### src/rtl/tpu_pkg.sv
// ---------------------------------------------------------------------------
// tpu_pkg
// Shared definitions for the TPU data-SRAM arbitration slice.
//   - owner encoding presented on sram_port_arbiter.owner
//   - requester index order used by the round-robin pointer
//   - default address/data widths
//   - small helpers for the round-robin rotation
// ---------------------------------------------------------------------------
package tpu_pkg;

    localparam int unsigned ADDRW_DEF = 10;
    localparam int unsigned DATAW_DEF = 16;

    // Owner encoding (also the FSM state: NONE is the idle state).
    localparam logic [1:0] OWN_NONE = 2'd0;
    localparam logic [1:0] OWN_HOST = 2'd1;
    localparam logic [1:0] OWN_FILL = 2'd2;
    localparam logic [1:0] OWN_WB   = 2'd3;

    // Requester index used by the rr pointer and one-hot grant vectors.
    localparam logic [1:0] IDX_HOST = 2'd0;
    localparam logic [1:0] IDX_FILL = 2'd1;
    localparam logic [1:0] IDX_WB   = 2'd2;

    // Next requester index in round-robin order host -> fill -> wb -> host.
    function automatic logic [1:0] rr_next(input logic [1:0] idx);
        return (idx >= IDX_WB) ? IDX_HOST : idx + 2'd1;
    endfunction

    // One-hot grant (bit 0 host, 1 fill, 2 wb) to owner code.
    function automatic logic [1:0] oh_to_owner(input logic [2:0] oh);
        logic [1:0] code;
        code = OWN_NONE;
        if (oh[IDX_HOST]) code = OWN_HOST;
        if (oh[IDX_FILL]) code = OWN_FILL;
        if (oh[IDX_WB])   code = OWN_WB;
        return code;
    endfunction

endpackage

### src/rtl/sram_port_arbiter_pick.sv
// ---------------------------------------------------------------------------
// rr_pick3
// Combinational 3-way round-robin picker.
//   req_i  : request vector, bit 0 host, bit 1 fill, bit 2 wb
//   ptr_i  : index searched first (0..2; 3 is treated as 0)
//   gnt_o  : one-hot grant of the first requester at or after ptr_i
// ---------------------------------------------------------------------------
module rr_pick3
    import tpu_pkg::*;
(
    input  logic [2:0] req_i,
    input  logic [1:0] ptr_i,
    output logic [2:0] gnt_o
);

    logic [1:0] idx;

    always_comb begin
        gnt_o = '0;
        idx   = (ptr_i > IDX_WB) ? IDX_HOST : ptr_i;
        for (int unsigned i = 0; i < 3; i++) begin
            if ((gnt_o == '0) && req_i[idx]) begin
                gnt_o[idx] = 1'b1;
            end
            idx = rr_next(idx);
        end
    end

endmodule

### src/rtl/sram_port_arbiter.sv
// ---------------------------------------------------------------------------
// sram_port_arbiter
// Arbitrates the single-port data SRAM between the host loader (writes),
// the queue fill path (reads) and write-back (writes) with a req/gnt
// handshake, round-robin fairness and a burst lock of at most BURST_MAX
// beats while others wait.
//
// Ports:
//   clk, rst_n                       clock, asynchronous active-low reset
//   host_req/addr/wdata -> host_gnt  host write beats
//   fill_req/addr       -> fill_gnt  fill read beats
//   fill_rvalid, fill_rdata          read return, 1+SRAM_RD_LAT after accept
//   wb_req/addr/wdata   -> wb_gnt    write-back write beats
//   sram_addr/wdata/wr               registered SRAM command
//   sram_rdata                       SRAM read data
//   owner                            0 none, 1 host, 2 fill, 3 wb
//
// Optional build macro ARB_STATS_EN adds stat_clr and saturating per-
// requester beat counters stat_host, stat_fill, stat_wb.
// ---------------------------------------------------------------------------
module sram_port_arbiter
    import tpu_pkg::*;
#(
    parameter int unsigned DATAW       = DATAW_DEF,
    parameter int unsigned ADDRW       = ADDRW_DEF,
    parameter int unsigned BURST_MAX   = 8,
    parameter int unsigned SRAM_RD_LAT = 1
) (
    input  logic             clk,
    input  logic             rst_n,
    input  logic             host_req,
    input  logic [ADDRW-1:0] host_addr,
    input  logic [DATAW-1:0] host_wdata,
    output logic             host_gnt,
    input  logic             fill_req,
    input  logic [ADDRW-1:0] fill_addr,
    output logic             fill_gnt,
    output logic             fill_rvalid,
    output logic [DATAW-1:0] fill_rdata,
    input  logic             wb_req,
    input  logic [ADDRW-1:0] wb_addr,
    input  logic [DATAW-1:0] wb_wdata,
    output logic             wb_gnt,
    output logic [ADDRW-1:0] sram_addr,
    output logic [DATAW-1:0] sram_wdata,
    output logic             sram_wr,
    input  logic [DATAW-1:0] sram_rdata,
`ifdef ARB_STATS_EN
    input  logic             stat_clr,
    output logic [15:0]      stat_host,
    output logic [15:0]      stat_fill,
    output logic [15:0]      stat_wb,
`endif
    output logic [1:0]       owner
);

    localparam int unsigned   RET_DEPTH  = 1 + SRAM_RD_LAT;
    localparam int unsigned   BW         = $clog2(BURST_MAX + 1);
    localparam logic [BW-1:0] BURST_LAST = BW'(BURST_MAX);

    logic [1:0]           owner_q, owner_d;
    logic [1:0]           rr_q, rr_d;
    logic [BW-1:0]        burst_q, burst_d;
    logic [ADDRW-1:0]     sram_addr_q;
    logic [DATAW-1:0]     sram_wdata_q;
    logic                 sram_wr_q;
    logic [RET_DEPTH-1:0] ret_q, ret_d;

    logic [2:0] req_v, own_oh, others, pick_req, pick_gnt, gnt_raw, gnt;
    logic [1:0] own_idx, pick_ptr;
    logic       own_req;
    logic [ADDRW-1:0] addr_sel;
    logic [DATAW-1:0] wdata_sel;

    // The picker serves two cases: from idle it searches all requests from
    // rr_q; while owned it searches only the other requesters, starting
    // after the owner, for a same-cycle handover.
    always_comb begin
        req_v    = {wb_req, fill_req, host_req};
        own_idx  = owner_q - 2'd1;
        own_oh   = (owner_q == OWN_NONE) ? 3'b000 : (3'b001 << own_idx);
        own_req  = |(req_v & own_oh);
        others   = req_v & ~own_oh;
        pick_req = (owner_q == OWN_NONE) ? req_v : others;
        pick_ptr = (owner_q == OWN_NONE) ? rr_q : rr_next(own_idx);
    end

    rr_pick3 u_pick (
        .req_i (pick_req),
        .ptr_i (pick_ptr),
        .gnt_o (pick_gnt)
    );

    always_comb begin
        gnt_raw = '0;
        owner_d = owner_q;
        rr_d    = rr_q;
        burst_d = burst_q;
        if (owner_q == OWN_NONE) begin
            gnt_raw = pick_gnt;
            if (|pick_gnt) begin
                owner_d = oh_to_owner(pick_gnt);
                burst_d = BW'(1);
            end
        end else if (own_req && (burst_q < BURST_LAST)) begin
            gnt_raw = own_oh;
            burst_d = burst_q + BW'(1);
        end else if (|others) begin
            // Owner released or burst exhausted with others waiting.
            gnt_raw = pick_gnt;
            owner_d = oh_to_owner(pick_gnt);
            burst_d = BW'(1);
            rr_d    = rr_next(own_idx);
        end else if (own_req) begin
            // Burst exhausted but nobody else waiting: keep going.
            gnt_raw = own_oh;
            burst_d = BW'(1);
        end else begin
            owner_d = OWN_NONE;
            burst_d = '0;
            rr_d    = rr_next(own_idx);
        end
    end

    // Grants are combinational; hold them low while reset is asserted.
    assign gnt = rst_n ? gnt_raw : 3'b000;

    always_comb begin
        addr_sel  = host_addr;
        wdata_sel = host_wdata;
        if (gnt[IDX_FILL]) begin
            addr_sel = fill_addr;
        end
        if (gnt[IDX_WB]) begin
            addr_sel  = wb_addr;
            wdata_sel = wb_wdata;
        end
        ret_d    = ret_q << 1;
        ret_d[0] = gnt[IDX_FILL];
    end

    always_ff @(posedge clk or negedge rst_n) begin
        if (!rst_n) begin
            owner_q      <= OWN_NONE;
            rr_q         <= IDX_HOST;
            burst_q      <= '0;
            sram_addr_q  <= '0;
            sram_wdata_q <= '0;
            sram_wr_q    <= 1'b0;
            ret_q        <= '0;
        end else begin
            owner_q   <= owner_d;
            rr_q      <= rr_d;
            burst_q   <= burst_d;
            sram_wr_q <= gnt[IDX_HOST] | gnt[IDX_WB];
            ret_q     <= ret_d;
            if (|gnt) begin
                sram_addr_q <= addr_sel;
            end
            if (gnt[IDX_HOST] | gnt[IDX_WB]) begin
                sram_wdata_q <= wdata_sel;
            end
        end
    end

    assign host_gnt    = gnt[IDX_HOST];
    assign fill_gnt    = gnt[IDX_FILL];
    assign wb_gnt      = gnt[IDX_WB];
    assign sram_addr   = sram_addr_q;
    assign sram_wdata  = sram_wdata_q;
    assign sram_wr     = sram_wr_q;
    assign owner       = owner_q;
    assign fill_rvalid = ret_q[RET_DEPTH-1];
    // The SRAM data is live in the return cycle; pass it straight through.
    assign fill_rdata  = ret_q[RET_DEPTH-1] ? sram_rdata : '0;

`ifdef ARB_STATS_EN
    logic [15:0] stat_q [3];

    always_ff @(posedge clk or negedge rst_n) begin
        if (!rst_n) begin
            for (int unsigned i = 0; i < 3; i++) begin
                stat_q[i] <= '0;
            end
        end else begin
            for (int unsigned i = 0; i < 3; i++) begin
                if (stat_clr) begin
                    stat_q[i] <= '0;
                end else if (gnt[i] && (stat_q[i] != '1)) begin
                    stat_q[i] <= stat_q[i] + 16'd1;
                end
            end
        end
    end

    assign stat_host = stat_q[IDX_HOST];
    assign stat_fill = stat_q[IDX_FILL];
    assign stat_wb   = stat_q[IDX_WB];
`endif

endmodule

### config.mk
export PLATFORM = sky130hd
export DESIGN_NAME = sram_port_arbiter
export DESIGN_NICKNAME = d
export VERILOG_FILES = /design/src/rtl/tpu_pkg.sv /design/src/rtl/sram_port_arbiter_pick.sv /design/src/rtl/sram_port_arbiter.sv
export SDC_FILE = /design/constraint.sdc
export NUM_CORES = 1
export LEC_CHECK = 0
export ABC_AREA = 1
export CAP_MARGIN = 20
export CORE_UTILIZATION = 37
export DETAILED_ROUTE_END_ITERATION = 10
export MAX_ROUTING_LAYER = met4
export PLACE_DENSITY = 0.89
export SLEW_MARGIN = 10
export SYNTH_ARGS = -nofsm -noshare
export SYNTH_HDL_FRONTEND = slang
export SYNTH_SLANG_ARGS = --single-unit
### constraint.sdc
create_clock -name clk -period 2.95 [get_ports clk]
set_input_delay 0.59 -clock clk [delete_from_list [all_inputs] [get_ports clk]]
set_output_delay 0.59 -clock clk [all_outputs]
set_load 0.1 [all_outputs]
==> results by group <==
Drt
  – ANT nets after route: 0
  – Routed vias/inst: 4.75
  – Initial drt markers: about 140
  – Final wirelength: 8280 um
  – First drt pass iteration count: 4
  – DRC: 0
  – WL/cell: about 12 um
  – Detailed-route via count: between 3,000 and 4,000

Finish
  – Share of cells above drive strength 1: 25.3%
  – Diode count: 0
  – Final Instance Count excl. Fillers: approximately 670
  – Area added between synthesis and finish: 71.3%
  – Nets: approximately 660
  – Final core utilization: 65.9%

Global routing
  – Grt total ovfl: 0
  – Global Route Usage Sum: a little under a quarter
  – M3 GR Usage: about 5.5%
  – Global-route wire length before repair: about 13,000 um
  – Initial antenna violation count: 0
  – Pin count of the biggest net entering global routing: 32
  – Met2 global-route usage: between 40% and 50%
  – Top Usage Layer GRT: met2
  – M1 GR Usage: 23.9%
  – Vias in the first global route: 3,007

Synth
  – FFs w/ async S/R, synth: 100%
  – Mapped Avg Cell Area: roughly 6.5 um2
  – Mux share of post-synthesis cell area: 0%
  – Sequential share of the synthesized area: 35.2%
  – #FFs+latches synth: 37
  – Number of flops mapped to enable cells by yosys: 0
  – Syn Inst Count: ~400
  – Synthesized area: between 2000 and 3000 um2
  – Post-synth cell types: 29
  – Largest family of logic cells by synthesized area: simple AND/OR/NAND/NOR gates
  – Syn nets: roughly 500
  – Adder-Cell Fraction of Synth Area: 2.38%
  – Compound-Gate Fraction of Synth Area: between 4 and 5%
  – Simple-Gate Fraction of Synth Area: 44.0%
  – Dominant synthesized flop cell: dfrtp_1
  – Synth warnings: 0
  – XOR/XNOR Fraction of Synth Area: 0.333%

Clock network
  – Cts hold-fix bufs: 0
  – Num CTS Buffers: 5
  – Clock latency on the worst-skew pair: a little under 300 ps
  – Clock slew at reported path FFs: around 80 ps
  – CTS tree: done
  – Clock buffer depth: 2
  – CTS sink cnt: 37
  – H-tree depth: 2
  – Clock root buffer master: clkbuf_8

Placement
  – Final Wtd Congestion: around 0.93
  – Placed instance count: about 640
  – I/O Buffers: approximately 130
  – Pre-CTS WS: -131 ps
  – Dpl hpwl: approximately 6300 um

Floorplan
  – Die X: 86.3 um
  – Io pins: 132
  – Die Ht: between 80 and 90 um
  – Die ar.: roughly 7400 um2
  – Core area: a little under 7000 um2
  – Initial Util: 38.5%
  – Rows: 30

Timing
  – Maximum clock rate: 312 MHz
  – Worst-Margin Slew: about 440 ps
  – Setup-failing EPs final: 4
  – Final period utilization: 109%
  – RSZ-0062 raised after global routing: true
  – Final hold violation count: 0
  – Slew Viols, Final: 0
  – Fin Setup TNS: -844 ps
  – Tmin final: between 3000 and 4000 ps
  – Fin Clk Skew: 8.84 ps
  – Max_slew headroom: between 70% and 80%
  – Setup WS post-layout: -259 ps

Worst setup path
  – Critical path's slowest cell: dfrtp_4
  – CP Data Required Time: 2360 ps
  – Most frequent CP cell: nand2_1
  – Crit path kind: flop to primary output
  – CP max stage delay: roughly 530 ps
  – Worst-path cell chain: o21ai_4 > inv_2 > ha_4 > inv_1 > nand2_1 > nand2_2 > nand4_1 > nand2_1 > nor2_2 > nand3_2 > nand2_2 > nand2_1 > nand2_1 > nand2_2 > clkinvlp_4 > buf_12
  – Crit end category: primary output
  – Worst Setup Start Kind: flop
  – Crit path DAT: roughly 2600 ps
  – Crit Path Max Fanout: 7

Min path
  – Worst Hold Class: input port to async pin

Run status
  – Status: finished, violations left
  – Failing checks: setup timing

Flow run
  – Max-cap violations: 0
## through the flow
stage / hold slack, ps / instance area [um2]
5_1_grt: 319 / 4500
6_report: 317 / 4500
3_3_place_gp: 352 / 4100
2_1_floorplan: 294 / 2710
3_5_place_dp: 356 / 4100
4_1_cts: 316 / 4370
## state kept, by name, summed over array words and instances, names as in the netlist
register,cells
ret_q,2
sram_addr,10
rr_q,2
owner,2
sram_wdata,16
sram_wr,1
burst_q,4
## cell usage in the layout (no fill, tap or decap), types with 6 or more instances in the layout
cell,n
inv_1,50
nor2_1,6
inv_2,7
nand4_1,12
nand2_1,182
dfrtp_1,35
clkdlybuf4s50_1,81
nand3_1,46
clkbuf_8,6
buf_4,84
buf_12,6
nand2_2,8
## final timing paths
path / start / cells past startpoint / end / slack [ps]
min in group clk: ret_q[0]$_DFF_PN0_ / 0 / ret_q[1]$_DFF_PN0_ / 380
worst max-delay path: owner[1]$_DFFE_PN0P_ / 16 / host_gnt / -260
worst max register to register: owner[1]$_DFFE_PN0P_ / 20 / owner[0]$_DFFE_PN0P_ / -120
worst min-delay path: rst_n / 2 / burst_q[2]$_DFFE_PN0P_ / 320
max in group asynchronous: rst_n / 2 / owner[0]$_DFFE_PN0P_ / 2400
worst min register to register: ret_q[0]$_DFF_PN0_ / 0 / ret_q[1]$_DFF_PN0_ / 380
## synth_stat cells (all sizes together), types with 2 or more instances
cell type  number  share of area (%)
nand2         192                 28
inv            62                8.9
nand3          55                 12
dfrtp          37                 35
buf            15                4.4
nand4          12                2.9
o21ai          10                1.9
nor2            7                1.1
ha              5                2.4
a21oi           2               0.38
a31oi           2               0.71
clkbuf          2               0.29
## layer usage
layer / share of wire, % / routed length, um
met1: 37 / 3100
met2: 54 / 4430
met3: 7.9 / 653
met4: 1.1 / 95
met5: 0 / 0
## cell type report
type | count | area, um2
Timing Repair Buffer | 174 | 1590
Clock buffer | 7 | 86.3
Fill cell | 585 | 2330
Sequential cell | 37 | 933
Tap cell | 96 | 120
Clock inverter | 1 | 30.0
Multi-Input combinational cell | 291 | 1500
Inverter | 62 | 248
## logic make-up (layout without fill, tap and decap cells)
| group | count (synthesis) | count (layout) |
|---|---|---|
| simple gates | 267 | 267 |
| buf+inv | 79 | 244 |
| flops | 37 | 37 |
| compound gates | 18 | 18 |
| fa+ha+maj | 5 | 5 |
| xor+xnor | 1 | 1 |
## what timing repair did
item                       in CTS  in global routing
setup buffers                  18                  7
pin swaps                       8                 17
setup endpoints to repair       8                 31
gates resized for setup         7                 18
## worst max-delay path, delay by kind of cell, from the launching register on
| kind | cells | cell delay [ps] |
|---|---|---|
| buffers and inverters | 4 | 400 |
| DFF | 1 | 530 |
| AOI/OAI and AO/OA | 1 | 200 |
| and+or+nand+nor | 10 | 880 |
| adders and majority gates | 1 | 310 |
Power is left out: the tool's default activity adds up to more than one toggle a clock period on the data nets, which glitch-free logic cannot reach.
